[src/rtl/router_pkt_reg.sv]
// Router packet datapath register: header latch, FIFO write bus, skid buffer while FIFO full, running check (ROUTER_PKT_REG_CRC8_EN selects CRC-8 over XOR).
// One cycle latency to dout; backpressure via fifo_full absorbs up to SKID_DEPTH bytes, extra bytes are dropped and flagged.
module router_pkt_reg #(
    parameter int DATA_W     = 8,
    parameter int SKID_DEPTH = 2,
    parameter int ERR_CNT_W  = 8
) (
    input  logic                          router_clock,
    input  logic                          resetn,
    input  logic                          pkt_valid,
    input  logic [DATA_W-1:0]             data_in,
    input  logic                          fifo_full,
    input  logic                          rst_int_reg,
    input  logic                          detect_add,
    input  logic                          lfd_state,
    input  logic                          ld_state,
    input  logic                          laf_state,
    input  logic                          full_state,
    output logic [DATA_W-1:0]             dout,
    output logic                          dout_valid,
    output logic                          parity_done,
    output logic                          low_pkt_valid,
    output logic                          err,
    output logic [ERR_CNT_W-1:0]          err_count,
    output logic [$clog2(SKID_DEPTH):0]   skid_level,
    output logic                          skid_overflow
);

    localparam int PTR_W = (SKID_DEPTH > 1) ? $clog2(SKID_DEPTH) : 1;
    localparam int LVL_W = $clog2(SKID_DEPTH) + 1;

`ifdef ROUTER_PKT_REG_CRC8_EN
    if (DATA_W != 8) begin : g_bad_width
        $error("router_pkt_reg: CRC-8 accumulator requires DATA_W == 8");
    end
`endif

    function automatic logic [DATA_W-1:0] acc_upd(input logic [DATA_W-1:0] a,
                                                   input logic [DATA_W-1:0] b);
`ifdef ROUTER_PKT_REG_CRC8_EN
        logic [DATA_W-1:0] c;
        c = a ^ b;
        for (int i = 0; i < 8; i++) begin
            c = c[DATA_W-1] ? ((c << 1) ^ DATA_W'(8'h07)) : (c << 1);
        end
        return c;
`else
        return a ^ b;
`endif
    endfunction

    logic [DATA_W-1:0] hdr;
    logic [DATA_W-1:0] acc;
    logic [DATA_W-1:0] pkt_check;
    logic              parity_q;
    logic [DATA_W-1:0] skid_mem [SKID_DEPTH];
    logic [PTR_W-1:0]  wr_ptr;
    logic [PTR_W-1:0]  rd_ptr;

    logic sel_ld, sel_laf, sel_hold;
    logic skid_empty, skid_full;
    logic push, pop, drop, wr_en;
    logic err_set;

    always_comb begin
        sel_ld     = 1'b0;
        sel_laf    = 1'b0;
        sel_hold   = 1'b0;
        skid_empty = (skid_level == '0);
        skid_full  = (skid_level == LVL_W'(SKID_DEPTH));
        if (!detect_add && !lfd_state) begin
            sel_ld   = ld_state;
            sel_laf  = !ld_state && laf_state;
            sel_hold = !ld_state && !laf_state && full_state;
        end
        pop     = !sel_hold && !skid_empty && ((sel_ld && !fifo_full) || sel_laf);
        push    = sel_ld && (fifo_full || !skid_empty);
        drop    = push && skid_full && !pop;
        wr_en   = push && !drop;
        err_set = !detect_add && parity_done && !parity_q && (pkt_check != acc);
    end

    always_ff @(posedge router_clock) begin
        if (!resetn) begin
            hdr           <= '0;
            acc           <= '0;
            pkt_check     <= '0;
            parity_q      <= 1'b0;
            dout          <= '0;
            dout_valid    <= 1'b0;
            parity_done   <= 1'b0;
            low_pkt_valid <= 1'b0;
            err           <= 1'b0;
            err_count     <= '0;
            skid_level    <= '0;
            skid_overflow <= 1'b0;
            wr_ptr        <= '0;
            rd_ptr        <= '0;
            for (int i = 0; i < SKID_DEPTH; i++) skid_mem[i] <= '0;
        end else begin
            dout_valid <= 1'b0;
            parity_q   <= parity_done;

            if (detect_add) begin
                if (pkt_valid && data_in[1:0] != 2'b11) hdr <= data_in;
                acc         <= '0;
                pkt_check   <= '0;
                parity_done <= 1'b0;
            end else if (lfd_state) begin
                dout       <= hdr;
                dout_valid <= 1'b1;
                acc        <= acc_upd(acc, hdr);
            end else if (sel_ld) begin
                if (pop) begin
                    dout       <= skid_mem[rd_ptr];
                    dout_valid <= 1'b1;
                end else if (!push) begin
                    dout       <= data_in;
                    dout_valid <= 1'b1;
                end
                if (pkt_valid) begin
                    acc <= acc_upd(acc, data_in);
                end else begin
                    pkt_check   <= data_in;
                    parity_done <= 1'b1;
                end
            end else if (sel_laf && pop) begin
                dout       <= skid_mem[rd_ptr];
                dout_valid <= 1'b1;
            end

            // A new packet end outranks the FSM's clear request.
            if (sel_ld && !pkt_valid) low_pkt_valid <= 1'b1;
            else if (rst_int_reg)     low_pkt_valid <= 1'b0;

            if (wr_en) begin
                skid_mem[wr_ptr] <= data_in;
                wr_ptr <= (wr_ptr == PTR_W'(SKID_DEPTH - 1)) ? '0 : wr_ptr + 1'b1;
            end
            if (pop) rd_ptr <= (rd_ptr == PTR_W'(SKID_DEPTH - 1)) ? '0 : rd_ptr + 1'b1;
            if (wr_en && !pop)      skid_level <= skid_level + 1'b1;
            else if (pop && !wr_en) skid_level <= skid_level - 1'b1;
            if (drop) skid_overflow <= 1'b1;

            // Evaluated once, on the cycle after the check byte lands.
            if (detect_add) begin
                err <= 1'b0;
            end else if (parity_done && !parity_q) begin
                err <= err_set;
                if (err_set && !err && err_count != {ERR_CNT_W{1'b1}})
                    err_count <= err_count + 1'b1;
            end
        end
    end

endmodule
[config.mk]
export PLATFORM = sky130hd
export DESIGN_NAME = router_pkt_reg
export DESIGN_NICKNAME = d
export VERILOG_FILES = /design/src/rtl/router_pkt_reg.sv
export SDC_FILE = /design/constraint.sdc
export NUM_CORES = 1
export LEC_CHECK = 0
export CAP_MARGIN = 20
export CORE_MARGIN = 2
export CORE_UTILIZATION = 54
export CTS_CLUSTER_DIAMETER = 150
export CTS_CLUSTER_SIZE = 14
export DETAILED_ROUTE_END_ITERATION = 8
export PLACE_DENSITY_LB_ADDON = 0.2
export SKIP_CTS_REPAIR_TIMING = 1
export SYNTH_ARGS = -nofsm -noshare
export SYNTH_HDL_FRONTEND = slang
export SYNTH_SLANG_ARGS = --single-unit
[constraint.sdc]
create_clock -name router_clock -period 3 [get_ports router_clock]
set_input_delay 0.6 -clock router_clock [delete_from_list [all_inputs] [get_ports router_clock]]
set_output_delay 0.6 -clock router_clock [all_outputs]
set_load 0.03 [all_outputs]
==> results.json <==
{
  "routed_via_density": 5.23,
  "yosysWarnings": 0,
  "crit_chain": "clkdlybuf4s50_1 > nor3b_4 > o21ai_1 > inv_1 > ha_1 > or3_1 > a21oi_1",
  "comb_power_share": 0.107,
  "grt_first_pass_wirelength_um": 9990,
  "switching_share": 0.246,
  "wirelength_um": 6120,
  "fin_cells": 423,
  "fin_setup_tns_ns": 0,
  "clk_latency_ns": 0.34,
  "yosysTopAreaCell": "dfxtp_1",
  "grt_overflow": 0,
  "num_vias": 2213,
  "clockBufferDepth": 2,
  "wl_per_cell_um": 14.5,
  "grt_max_degree": 21,
  "r2r_start": "skid_level[1]",
  "layout_min_cycle_time_ns": 2.35,
  "h-tree-depth": 3,
  "dp_slack_ns": 0.317,
  "core_area_sq_mm": 0.00520,
  "hold_path_end": "pkt_check[1]",
  "drt_iter0_drc": 172,
  "cts_root_buf": "clkbuf_8",
  "period_share": 0.785,
  "outcome": "finished clean",
  "vdd_drop_max_uv": 456,
  "fmax_mhz": 425,
  "syn-num-nets": 325,
  "antennaDiodeCount": 0,
  "start_util": 0.568,
  "portBuffers": 39,
  "ios": 41,
  "p_switching_mw": 0.450,
  "cp.arrival_ns": 2.62,
  "final_net_count": 368,
  "seqPwrFrac": 0.531,
  "p_int_mw": 1.38,
  "synth_ff_type": "dfxtp_1",
  "drt_pre_antenna_iters": 5,
  "hold_class": "reg -> reg",
  "worstSetupEndpointType": "register",
  "synth_common_cells": "dfxtp_1 (51), nor2_1 (43), nand2_1 (30)",
  "drc": 0,
  "r2r_end": "skid_level[1]",
  "startpoint_type": "primary input",
  "max_slew.worst_pin.slew_ns": 0.858,
  "fin_util": 0.692,
  "synth_edf_count": 16,
  "grt_pass1_vias": 2000,
  "cpPeakStageDelay_ns": 0.58,
  "p_per_area_mw_per_mm2": 508,
  "timing.hold.ws_ns": 0.470,
  "async_reset_ff_frac": 0,
  "cap_violations": 0,
  "ys_seq_area_frac": 0.508,
  "grt.total_usage": 0.213,
  "min_from": "pkt_check[1]",
  "rr_worst_depth": 6,
  "holdPathStages": 2,
  "slew_headroom": 0.426,
  "leakage_nw": 1.39,
  "r2r_slack_ns": 1.12,
  "synth_area_per_cell_sq_um": 9.69,
  "gp_congestion": 0.784,
  "dp_hpwl_um": 4340,
  "crit_slowest_cell": "clkdlybuf4s50_1",
  "netlist.area_leader.share": 0.345,
  "finalHoldViolations": 0,
  "cp_max_fo": 6,
  "dp_cells": 407,
  "synth_most_common_cell": "dfxtp_1",
  "cts_tree": "built",
  "required_ns": 3.27,
  "setup_viol": 0,
  "syn_area_sq_mm": 0.00296,
  "clkTransAtPathRegs_ns": 0.07,
  "ys_types": 40,
  "ant_nets": 0,
  "drive_gt1_frac": 0.0793,
  "clock_sinks": 67,
  "maxSlewViolCount": 0,
  "num_rows": 26,
  "rsz0062_at_grt": "no",
  "synth.area.top_cells": "dfxtp_1 (35%), edfxtp_1 (16%), xor2_1 (6.2%), mux2i_1 (6.1%), nor2_1 (5.5%)",
  "pwr-share-clk": 0.362,
  "path_class": "in -> reg",
  "dieArea_sq_mm": 0.00608,
  "dieWidth_um": 78.0,
  "timing.final.ws_setup_ns": 0.645,
  "fin_skew_ns": 0.00858,
  "antenna_found_initial": 0,
  "area_growth_pct": 21.9,
  "die_h_um": 78.0,
  "cts_made_buffers": 9,
  "synth.ff_latch_count": 67,
  "syn_inst": 305
}
## how the worst max path moves through the flow
stage                     from             end  cells past startpoint
CTS                 detect_add   skid_level[1]                      7
floorplan            lfd_state  skid_mem[1][0]                      4
detailed placement  detect_add   skid_level[1]                      7
global route        detect_add   skid_level[1]                      7
global placement    detect_add   skid_level[1]                      7
finish              detect_add   skid_level[1]                      7
## stage by stage
step / total power [mW] / cell area (sq um)
5_1_grt: 1.89 / 3600
3_5_place_dp: 1.19 / 3430
6_report: 1.83 / 3600
4_1_cts: 1.84 / 3600
2_1_floorplan: 1.10 / 2960
3_3_place_gp: 1.18 / 3430
## routing by layer
metal | part of all wire | track usage | routed length, um
met2 | 0.45 | 0.325 | 2740
met1 | 0.49 | 0.302 | 3000
met3 | 0.044 | 0.0349 | 271
met5 | 0 | 0 | 0
met4 | 0.017 | 0.0895 | 106
## cell families (layout without fill, tap and decap cells)
kind of cell	Yosys count	after routing	share of synthesized area
buffers and inverters	17	65	0.0229
adders and majority gates	2	2	0.00846
and+or+nand+nor	118	118	0.197
DFF	67	67	0.508
AOI/OAI and AO/OA	58	58	0.129
muxes	18	18	0.0609
xor gates and xnor gates	25	25	0.0741
## cell type report
type,count,area (sq um)
Clock buffer,14,163
Inverter,3,11.3
Timing Repair Buffer,46,443
Clock inverter,2,10.0
Sequential cell,67,1500
Fill cell,426,1600
Multi-Input combinational cell,221,1390
Tap cell,70,87.6
## power groups by stage
| stage | registers [mW] | clock network [mW] | logic [mW] |
|---|---|---|---|
| detailed placement | 0.992 | 0 | 0.195 |
| CTS | 0.972 | 0.671 | 0.196 |
| floorplan | 1.01 | 0 | 0.0936 |
| global placement | 0.991 | 0 | 0.192 |
| global route | 0.974 | 0.703 | 0.213 |
| finish | 0.971 | 0.663 | 0.196 |
## placed cells by master (no fill, tap or decap), types with 3 or more instances in the layout
cell	netlist	layout
nor2_1	43	43
a21oi_1	10	10
nor2b_1	3	3
a31oi_1	8	8
and2_1	17	17
edfxtp_1	16	16
nand3_1	6	6
clkdlybuf4s50_1	0	39
dfxtp_1	51	51
a21boi_0	9	9
a211oi_1	3	3
nand2b_1	5	5
inv_1	3	3
buf_4	0	7
nand2_1	30	30
o21ai_0	13	13
xor2_1	21	21
xnor2_1	4	4
mux2i_1	18	18
a211o_1	8	8
clkbuf_1	9	3
clkbuf_8	0	11
## critical path, delay by kind of cell
kind                       cells  cell delay (ns)
AOI/OAI and AO/OA              2             0.37
adders and majority gates      1             0.25
buffers and inverters          2             0.68
and+or+nand+nor                2             0.72
## sequential cells by signal, summed over array words and instances (netlist names), named ones only
name / flops
acc: 8
dout: 8
dout_valid: 1
err: 1
err_count: 8
hdr: 8
low_pkt_valid: 1
parity_done: 1
parity_q: 1
pkt_check: 8
rd_ptr: 1
skid_level: 2
skid_mem: 16
skid_overflow: 1
wr_ptr: 1
Power figures use the tool's default switching activity.
